File: config.mk
export PLATFORM = sky130hd
export DESIGN_NAME = pipe_register
export DESIGN_NICKNAME = d
export VERILOG_FILES = /design/src/rtl/pipe_register.sv
export SDC_FILE = /design/constraint.sdc
export NUM_CORES = 1
export LEC_CHECK = 0
export ABC_AREA = 1
export CELL_PAD_IN_SITES_DETAIL_PLACEMENT = 1
export CELL_PAD_IN_SITES_GLOBAL_PLACEMENT = 2
export CORE_ASPECT_RATIO = 1.4
export CORE_MARGIN = 4
export CORE_UTILIZATION = 22
export CTS_BUF_LIST = sky130_fd_sc_hd__clkbuf_4 sky130_fd_sc_hd__clkbuf_8 sky130_fd_sc_hd__clkbuf_16
export CTS_CLUSTER_SIZE = 14
export DETAILED_ROUTE_END_ITERATION = 12
export PLACE_DENSITY_LB_ADDON = 0.1
export RECOVER_POWER = 50
export SYNTH_ARGS = -nofsm -noshare
export SYNTH_HDL_FRONTEND = slang
export SYNTH_SLANG_ARGS = --single-unit
File: constraint.sdc
create_clock -name clk -period 2.3 [get_ports clk]
set_clock_uncertainty 0.15 [all_clocks]
set_input_delay 0.69 -clock clk [delete_from_list [all_inputs] [get_ports clk]]
set_output_delay 0.69 -clock clk [all_outputs]
set_load 0.02 [all_outputs]
File: src/rtl/pipe_register.sv
// Elastic pipeline register: STAGES-deep valid/ready chain with bubble collapsing,
// synchronous flush and an occupancy count.
module pipe_register #(
  parameter int unsigned       WIDTH     = 32,
  parameter int unsigned       STAGES    = 1,
  parameter logic [WIDTH-1:0]  RESET_VAL = '0
) (
  input  logic                         clk,
  input  logic                         rst_n,
  input  logic                         flush,
  input  logic                         in_valid,
  output logic                         in_ready,
  input  logic [WIDTH-1:0]             in,
  output logic                         out_valid,
  input  logic                         out_ready,
  output logic [WIDTH-1:0]             out,
  output logic [$clog2(STAGES+1)-1:0]  count
);

  localparam int unsigned CountW = $clog2(STAGES + 1);

  logic [STAGES-1:0] v_q, v_d;
  logic [WIDTH-1:0]  d_q [STAGES];
  logic [WIDTH-1:0]  d_d [STAGES];
  logic [STAGES:0]   r;

  // A stage may advance when it is empty or its successor is advancing.
  always_comb begin
    r         = '0;
    r[STAGES] = out_ready;
    for (int i = int'(STAGES) - 1; i >= 0; i--) begin
      r[i] = !v_q[i] | r[i+1];
    end
  end

  always_comb begin
    v_d = v_q;
    d_d = d_q;
    if (flush) begin
      v_d = '0;
    end else begin
      if (r[0]) begin
        d_d[0] = in;
        v_d[0] = in_valid;
      end
      for (int unsigned i = 1; i < STAGES; i++) begin
        if (r[i]) begin
          d_d[i] = d_q[i-1];
          v_d[i] = v_q[i-1];
        end
      end
    end
  end

  always_ff @(posedge clk or negedge rst_n) begin
    if (!rst_n) begin
      v_q <= '0;
      for (int unsigned i = 0; i < STAGES; i++) begin
        d_q[i] <= RESET_VAL;
      end
    end else begin
      v_q <= v_d;
      for (int unsigned i = 0; i < STAGES; i++) begin
        d_q[i] <= d_d[i];
      end
    end
  end

  always_comb begin
    count = '0;
    for (int unsigned i = 0; i < STAGES; i++) begin
      count = count + CountW'(v_q[i]);
    end
  end

  assign in_ready  = r[0] & !flush;
  assign out_valid = v_q[STAGES-1] & !flush;
  assign out       = d_q[STAGES-1];

endmodule

==> results of run 1 <==
## layer usage
metal	routed length, µm	track usage	vias to the layer above
met4	66	0.04324	0
met3	272	0.03607	7
met2	2205	0.2131	52
met5	0	0	-
met1	1734	0.1486	623
li1	-	-	610
## cell usage after synthesis
cell type / instances
inv_2: 1
inv_1: 3
buf_2: 3
buf_4: 3
nand3_1: 32
nand2_2: 1
dfrtp_1: 33
nand2_4: 1
nor2_1: 1
nand2_1: 65
buf_6: 3
o21ai_0: 1
## worst reg2reg max path, cell delays in order (launching register included)
cell and delay, ns:
dfrtp_1 0.40, nand2_1 0.13, clkbuf_4 0.14, clkbuf_4 0.11, clkbuf_2 0.53, nand3_1 0.18, nand2_1 0.11
## state kept, by name (all words and copies together) (netlist names)
| name | count |
|---|---|
| v_q | 1 |
| out | 32 |
## worst paths after layout
kind                        start  depth (start not counted)         to
max in group asynchronous   rst_n                          1    out[28]
max reg2reg                   v_q                          6     out[9]
min reg2reg                out[6]                          2     out[6]
max                         flush                          3  out_valid
min                        out[6]                          2     out[6]
min in group asynchronous   rst_n                          1    out[20]
## stage by stage
stage	std cells	area [µm²]
3_3_place_gp	282	2087
6_report	292	2215
3_5_place_dp	282	2087
2_1_floorplan	147	1343
5_1_grt	292	2215
4_1_cts	292	2220
## final cells by class
type / instances / area (µm²)
Clock buffer: 7 / 90.09
Clock inverter: 1 / 30.03
Fill cell: 695 / 3690
Inverter: 4 / 15.01
Multi-Input combinational cell: 101 / 427.9
Sequential cell: 33 / 825.8
Tap cell: 70 / 87.58
Timing Repair Buffer: 76 / 738.2
## cells by family (layout without fill, tap and decap cells)
kind of cell,after synthesis,after routing
flops,33,33
compound gates,1,1
simple gates,100,100
buf+inv,13,88
## power groups by stage
stage	registers (mW)	logic, mW	clock network (mW)
after floorplan	0.775	0.0998	0
after global placement	0.691	0.413	0
after detailed placement	0.694	0.421	0
after CTS	0.684	0.424	0.606
after global routing	0.693	0.447	0.634
final	0.683	0.413	0.577
## what timing repair did
item                                    4_1_cts  5_1_grt
endpoints found under the setup margin        2        0
buffers inserted                              2        0
gates resized for setup                      10        0
==> run summary, run 1 <==
The count of final setup violators came out at 0. The aggregate negative setup slack came out at 0 ns. The netlist uses 12 different library cells. The adder-cell area share of the yosys netlist is 0. Entering global routing, the biggest net connects 34 pins. STA classifies the critical path startpoint as a primary input. Of the post-synthesis cell area, the dominant cell type holds 0.6151. The fraction of power spent switching nets came out at 0.2736. CTS saw 33 sinks. The critical path data required time came out at 1.46 ns. The part of the power in combinational logic came out at 0.247.

The number of CTS-inserted buffers came out at 5. Across every metal layer, demand over resource in global routing totals 0.1255. The tool flagged a number of max-cap violations equal to 0.

The average footprint of a synthesized cell came out at 9.133 µm². STA classifies the critical path endpoint as an output port. The pin slew with the least headroom to its limit came out at 0.8589 ns.

In the layout the commonest cells are nand2_1 (66), clkdlybuf4s50_1 (66), dfrtp_1 (33). The data arrival time of the worst path came out at 1.42 ns. The remaining design rule violation count is 0. The number of register bits inferred by synthesis is 33.

The via count of the first global-routing pass came out at 1409. Cell internal power was estimated by the tool at 1.215 mW. The relative contribution of the clock network to total power is 0.345.

In this run the cell area of the synthesized design comes to 1343 µm². The via count of the routed design came out at 1292. The proportion of power drawn by flip-flops and latches came out at 0.408. The switching power of the nets came out at 457.6 µW. The area overhead of the layout relative to synthesis came out at 64.96%.

The share of the cycle needed by the critical path after routing came out at 0.9812. In this run the core area contains 33 standard-cell rows. The register-to-register setup slack is 0.48 ns.

The synthesis warning total came out at 0. In the final design database the tool counted 258 nets. Yosys attributes the largest share of cell area to dfrtp_1 (62%), nand2_1 (18%), nand3_1 (12%), buf_6 (2.5%), buf_4 (1.7%). Detailed placement ended at an HPWL of 2934 µm.

The congestion estimate from routability-driven global placement came to 0.7245. The floorplan die width came out at 74.02 µm. The total wire length after detailed routing is 4278 µm. The number of buffers and inverters on the critical path is 2. Measured along the y axis, the die boundary spans 100.4 µm. The worst-path maximum fanout came out at 3. The achievable clock frequency came out at 443.1 MHz.

The initial antenna violation count was 0. Traced cell by cell, the critical path runs through dlygate4sd2_1 > nor2_1 > dlygate4sd2_1. In this design, the stage delay of the slowest critical-path cell is 0.35 ns. The final core utilization is 0.3751.

Dividing total power by cell area gives a power density of 755.2 nW/µm². The area of the core region is 5904 µm². The first detailed-routing pass ran for 4 iterations. The clock tree from TritonCTS is built. The initial cell density of the core is 0.2274. Buffers placed on the I/O ports in this run total 71. The run finished with clean final reports. Pin placement for this block handled 72 I/O pins.

In this design, the critical path's most frequently occurring cell is dlygate4sd2_1. Setup repair after global routing left no endpoint under its margin. The maximum level of the CTS H-tree came out at 2.

The total congestion overflow is 0. The standby leakage power is 1.073 nW. The post-synthesis compound-gate area fraction came out at 0.003728.

The final count of pins violating max slew was 0. The count of antenna diodes in the layout came out at 0. Once routing completed, OpenROAD measured the worst setup slack at 0.04318 ns. The clock tree root driver cell is clkbuf_8. The first global-routing pass estimated 7051 µm of wire. The minimum setup slack after placement came out at -0.5102 ns. The remaining antenna violation count after routing is 0. The first routing iteration left 61 violations.

The net count after synthesis is 184. Among cell families on the critical path, the largest total delay comes from buffers and inverters. The fraction of the mapped netlist area in simple logic gates came out at 0.3169. The worst-case IR drop observed on VDD is 0.2383 mV. The share of the Yosys chip area taken by registers is 0.6151.

The worst-case headroom to the max-slew limit is 0.4274. The worst hold slack is 0.3210 ns. In the routed layout, each cell is associated on average with a via count of 4.425. After synthesis, the largest family of logic cells by area is simple AND/OR/NAND/NOR gates. The clock latency reported for the late side of the worst-skew pair came out at 0.28 ns. After clock tree synthesis, the clock-pin slew on the worst setup and hold paths is 0.07 ns.

The design draws 1.673 mW. Of the post-synthesis cell area, the part taken by muxes is 0. The library cell occupying the most area in the post-synthesis netlist is dfrtp_1. The post-layout minimum cycle time came out at 2.257 ns. The share of cells above drive strength 1 is 0.08108. The maximum clock insertion buffer count came out at 2. In this run the worst hold path is classified as flop to flop.

The XOR/XNOR share of the synthesized area is 0. Hold repair after CTS inserted 0 buffers. The detail-routed net length per standard cell is 14.65 µm. The post-synthesis cell count came out at 147. The count of endpoints failing hold in the final timing report came to 0. Among all stages on the critical path, the largest delay is contributed by dlygate4sd2_1. The die area is 7434 µm². The classification of the worst setup path is primary input to output port.
Power figures use the tool's default switching activity.
==> run 2, diff against run 1 <==
--- a/config.mk
+++ b/config.mk
@@ -10,11 +10,11 @@
 export CELL_PAD_IN_SITES_GLOBAL_PLACEMENT = 2
 export CORE_ASPECT_RATIO = 1.4
 export CORE_MARGIN = 4
-export CORE_UTILIZATION = 22
+export CORE_UTILIZATION = 21
 export CTS_BUF_LIST = sky130_fd_sc_hd__clkbuf_4 sky130_fd_sc_hd__clkbuf_8 sky130_fd_sc_hd__clkbuf_16
 export CTS_CLUSTER_SIZE = 14
 export DETAILED_ROUTE_END_ITERATION = 12
-export PLACE_DENSITY_LB_ADDON = 0.1
+export PLACE_DENSITY = 0.8
 export RECOVER_POWER = 50
 export SYNTH_ARGS = -nofsm -noshare
 export SYNTH_HDL_FRONTEND = slang
==> constraint.sdc (replaced) <==
create_clock -name clk -period 2.2 [get_ports clk]
set_clock_uncertainty 0.15 [all_clocks]
set_input_delay 0.66 -clock clk [delete_from_list [all_inputs] [get_ports clk]]
set_output_delay 0.66 -clock clk [all_outputs]
set_load 0.02 [all_outputs]
==> run 2 against run 1 <==
Net effect:
- global-route usage shrank 0.74 points
- register-to-register slack gained 0.14 ns
- die area grew 4.3%
- combinational power grew 4%
- critical path type is now flop to output port
- largest power group unchanged
==> run summary, run 2 (synthesized netlist as in run 1, its figures left out) <==
The number of ports placed on the die boundary was 72 (unchanged). Setup repair after global routing missed its margin: false (unchanged). The global router's overall resource usage came out at 0.1180 (was 0.1255). The detail-routed net length per standard cell came to 14.15 µm (was 14.65 µm). The cell family with the largest share of critical-path delay is buffers and inverters (unchanged).

The initial cell density of the core came out at 0.2162 (was 0.2274). The share of the cycle needed by the critical path after routing came out at 0.9476. The detailed-routing iteration count for the pre-antenna-repair pass is 2 (was 4). The count of final setup violators is 0 (unchanged). The worst hold slack is 0.3193 ns (was 0.3210 ns). The number of DRC violations after detailed-routing iteration 0 came out at 27 (was 61). The worst-case headroom to the max-slew limit is 0.4102 (was 0.4274).

The worst-case reg-to-reg path depth was 4 (was 6). The critical path depth is 1 (was 3). The clock tree root driver cell is clkbuf_8 (unchanged).

The areal power density over the cells came out at 795.1 nW/µm² (was 755.2 nW/µm²). The critical path data required time is 1.39 ns (was 1.46 ns). The achievable clock frequency came out at 479.7 MHz.

The post-layout net count came out at 257 (was 258). The clock latency reported for the late side of the worst-skew pair is 0.28 ns (about the same). The number of port buffers is 71 (unchanged). The maximum clock insertion buffer count came out at 2 (unchanged). The setup slack of the critical path after layout came to 0.1152 ns (was 0.04318 ns). The standby leakage power is 1.066 nW (was 1.073 nW). The data arrival time of the worst path is 1.27 ns (was 1.42 ns). The clock transition at the registers of the reported paths is 0.07 ns (about the same). The worst ir drop on vdd is 0.2691 mV (was 0.2383 mV).

The kind of start point of the critical path was a flop (was primary input). The remaining design rule violation count came out at 0 (unchanged). The number of maximum-capacitance constraint violations is 0 (unchanged). The final count of pins violating max slew came out at 0 (unchanged). The share of cells above drive strength 1 is 0.08145 (was 0.08108). The hold-critical path depth came out at 2 (unchanged). Status: finished clean (unchanged).

The maximum level of the CTS H-tree came to 2 (unchanged). The post-layout minimum cycle time came out at 2.085 ns. The type of the most critical hold path was flop to flop (unchanged).

The pin count of the biggest net entering global routing is 34 (unchanged). The number of rows in the core area came out at 34 (was 33). The minimum setup slack after placement is -0.5429 ns (was -0.5102 ns). The slowest cell on the critical path was clkdlybuf4s50_1 (was dlygate4sd2_1). The floorplan die width was 75.58 µm (was 74.02 µm). Cells along the critical path: clkdlybuf4s50_1 (was dlygate4sd2_1 > nor2_1 > dlygate4sd2_1).

The count of antenna diodes in the layout is 0 (unchanged). The die area came out at 7754 µm² (was 7434 µm²). The aggregate negative setup slack came out at 0 ns (unchanged). The worst-path maximum fanout came to 3 (unchanged). The pin slew with the least headroom to its limit came out at 0.8848 ns (was 0.8589 ns). The highest cell delay on the worst timing path was 0.62 ns (was 0.35 ns).

The number of buffers and inverters on the critical path came out at 1 (was 2). The area overhead of the layout relative to synthesis was 63.93% (was 64.96%). The remaining antenna violation count after routing was 0 (unchanged).

The area of the core region came out at 6211 µm² (was 5904 µm²). The post-cts hold buffer count came out at 0 (unchanged). The via count of the routed design came out at 1233 (was 1292).

The count of endpoints failing hold in the final timing report came out at 0 (unchanged). The initial antenna violation count came out at 0 (unchanged). The via count of the first global-routing pass came to 1345 (was 1409). The wire length of the first global-routing pass came to 6748 µm (was 7051 µm). The total power came to 1.750 mW (was 1.673 mW). The number of CTS-inserted buffers is 5 (unchanged). The classification of the worst setup path was flop to output port (was primary input to output port). The sink count of the clock tree was 33 (unchanged). The number of flip-flops under the largest register name came out at 32 (unchanged). The number of vias per cell after detailed routing is 4.208 (was 4.425). Most frequent cells in the layout: nand2_1 (66), clkdlybuf4s50_1 (66), dfrtp_1 (33) (unchanged). The total wire length after detailed routing came out at 4147 µm (was 4278 µm).

The clock tree from TritonCTS is built (unchanged). The global placement routability congestion came out at 0.7333 (was 0.7245). The critical path endpoint category was an output port (unchanged). The floorplan die height is 102.6 µm (was 100.4 µm). The total congestion overflow came out at 0 (unchanged). The detailed placement HPWL came out at 2827 µm (was 2934 µm). The register-to-register setup slack came out at 0.62 ns (was 0.48 ns).
## run 2: cell count changes in the layout (fill, tap and decap cells not counted)
cell | before | now
buf_2 | 0 | 2
clkbuf_4 | 3 | 1
buf_4 | 2 | 1
clkbuf_2 | 2 | 3
dlygate4sd2_1 | 3 | 2
## run 2: worst paths after layout
kind	start	endpoint
max reg2reg	v_q	out[13]
min reg2reg	out[16]	out[16]
max in group asynchronous	rst_n	out[24]
min	out[16]	out[16]
min in group asynchronous	rst_n	out[20]
max	v_q	count
## run 2: metrics by stage
| stage | std cells | cell area, µm² | util |
|---|---|---|---|
| floorplan | 147 | 1343 | - |
| global placement | 285 | 2097 | 0.3376 |
| detailed placement | 285 | 2097 | 0.3376 |
| CTS | 293 | 2211 | 0.3560 |
| global route | 293 | 2201 | 0.3544 |
| finish | 293 | 2201 | 0.3544 |
## run 2: final cells by class
class,instances,area (µm²)
sequential,33,825.8
tap,72,90.09
clock inverter,1,30.03
inverter,4,15.01
clock buffer,7,90.09
multi-input combinational,101,427.9
timing repair buffer,75,721.9
fill,735,4010
## run 2: metal layers
layer,vias to the layer above,track usage,share of wire
met1,584,0.1369,0.40
met2,36,0.2036,0.54
li1,608,-,-
met3,5,0.02634,0.041
met5,-,0,0
met4,0,0.05249,0.016
## run 2: worst min-delay path: stages (launching register included)
cell and delay, ns:
dfrtp_1 0.34, nand2_1 0.05, nand2_1 0.05
## run 2: what timing repair did
item                       in CTS  in global routing
gates resized for setup        13                  0
buffers inserted                0                  0
setup endpoints to repair       2                  0
## run 2: where the power goes
part | total [mW] | leakage [nW] | internal [mW] | switching, mW
combinational | 0.428 | 0.600 | 0.210 | 0.218
clock | 0.610 | 0.0619 | 0.382 | 0.228
sequential | 0.712 | 0.404 | 0.676 | 0.0362
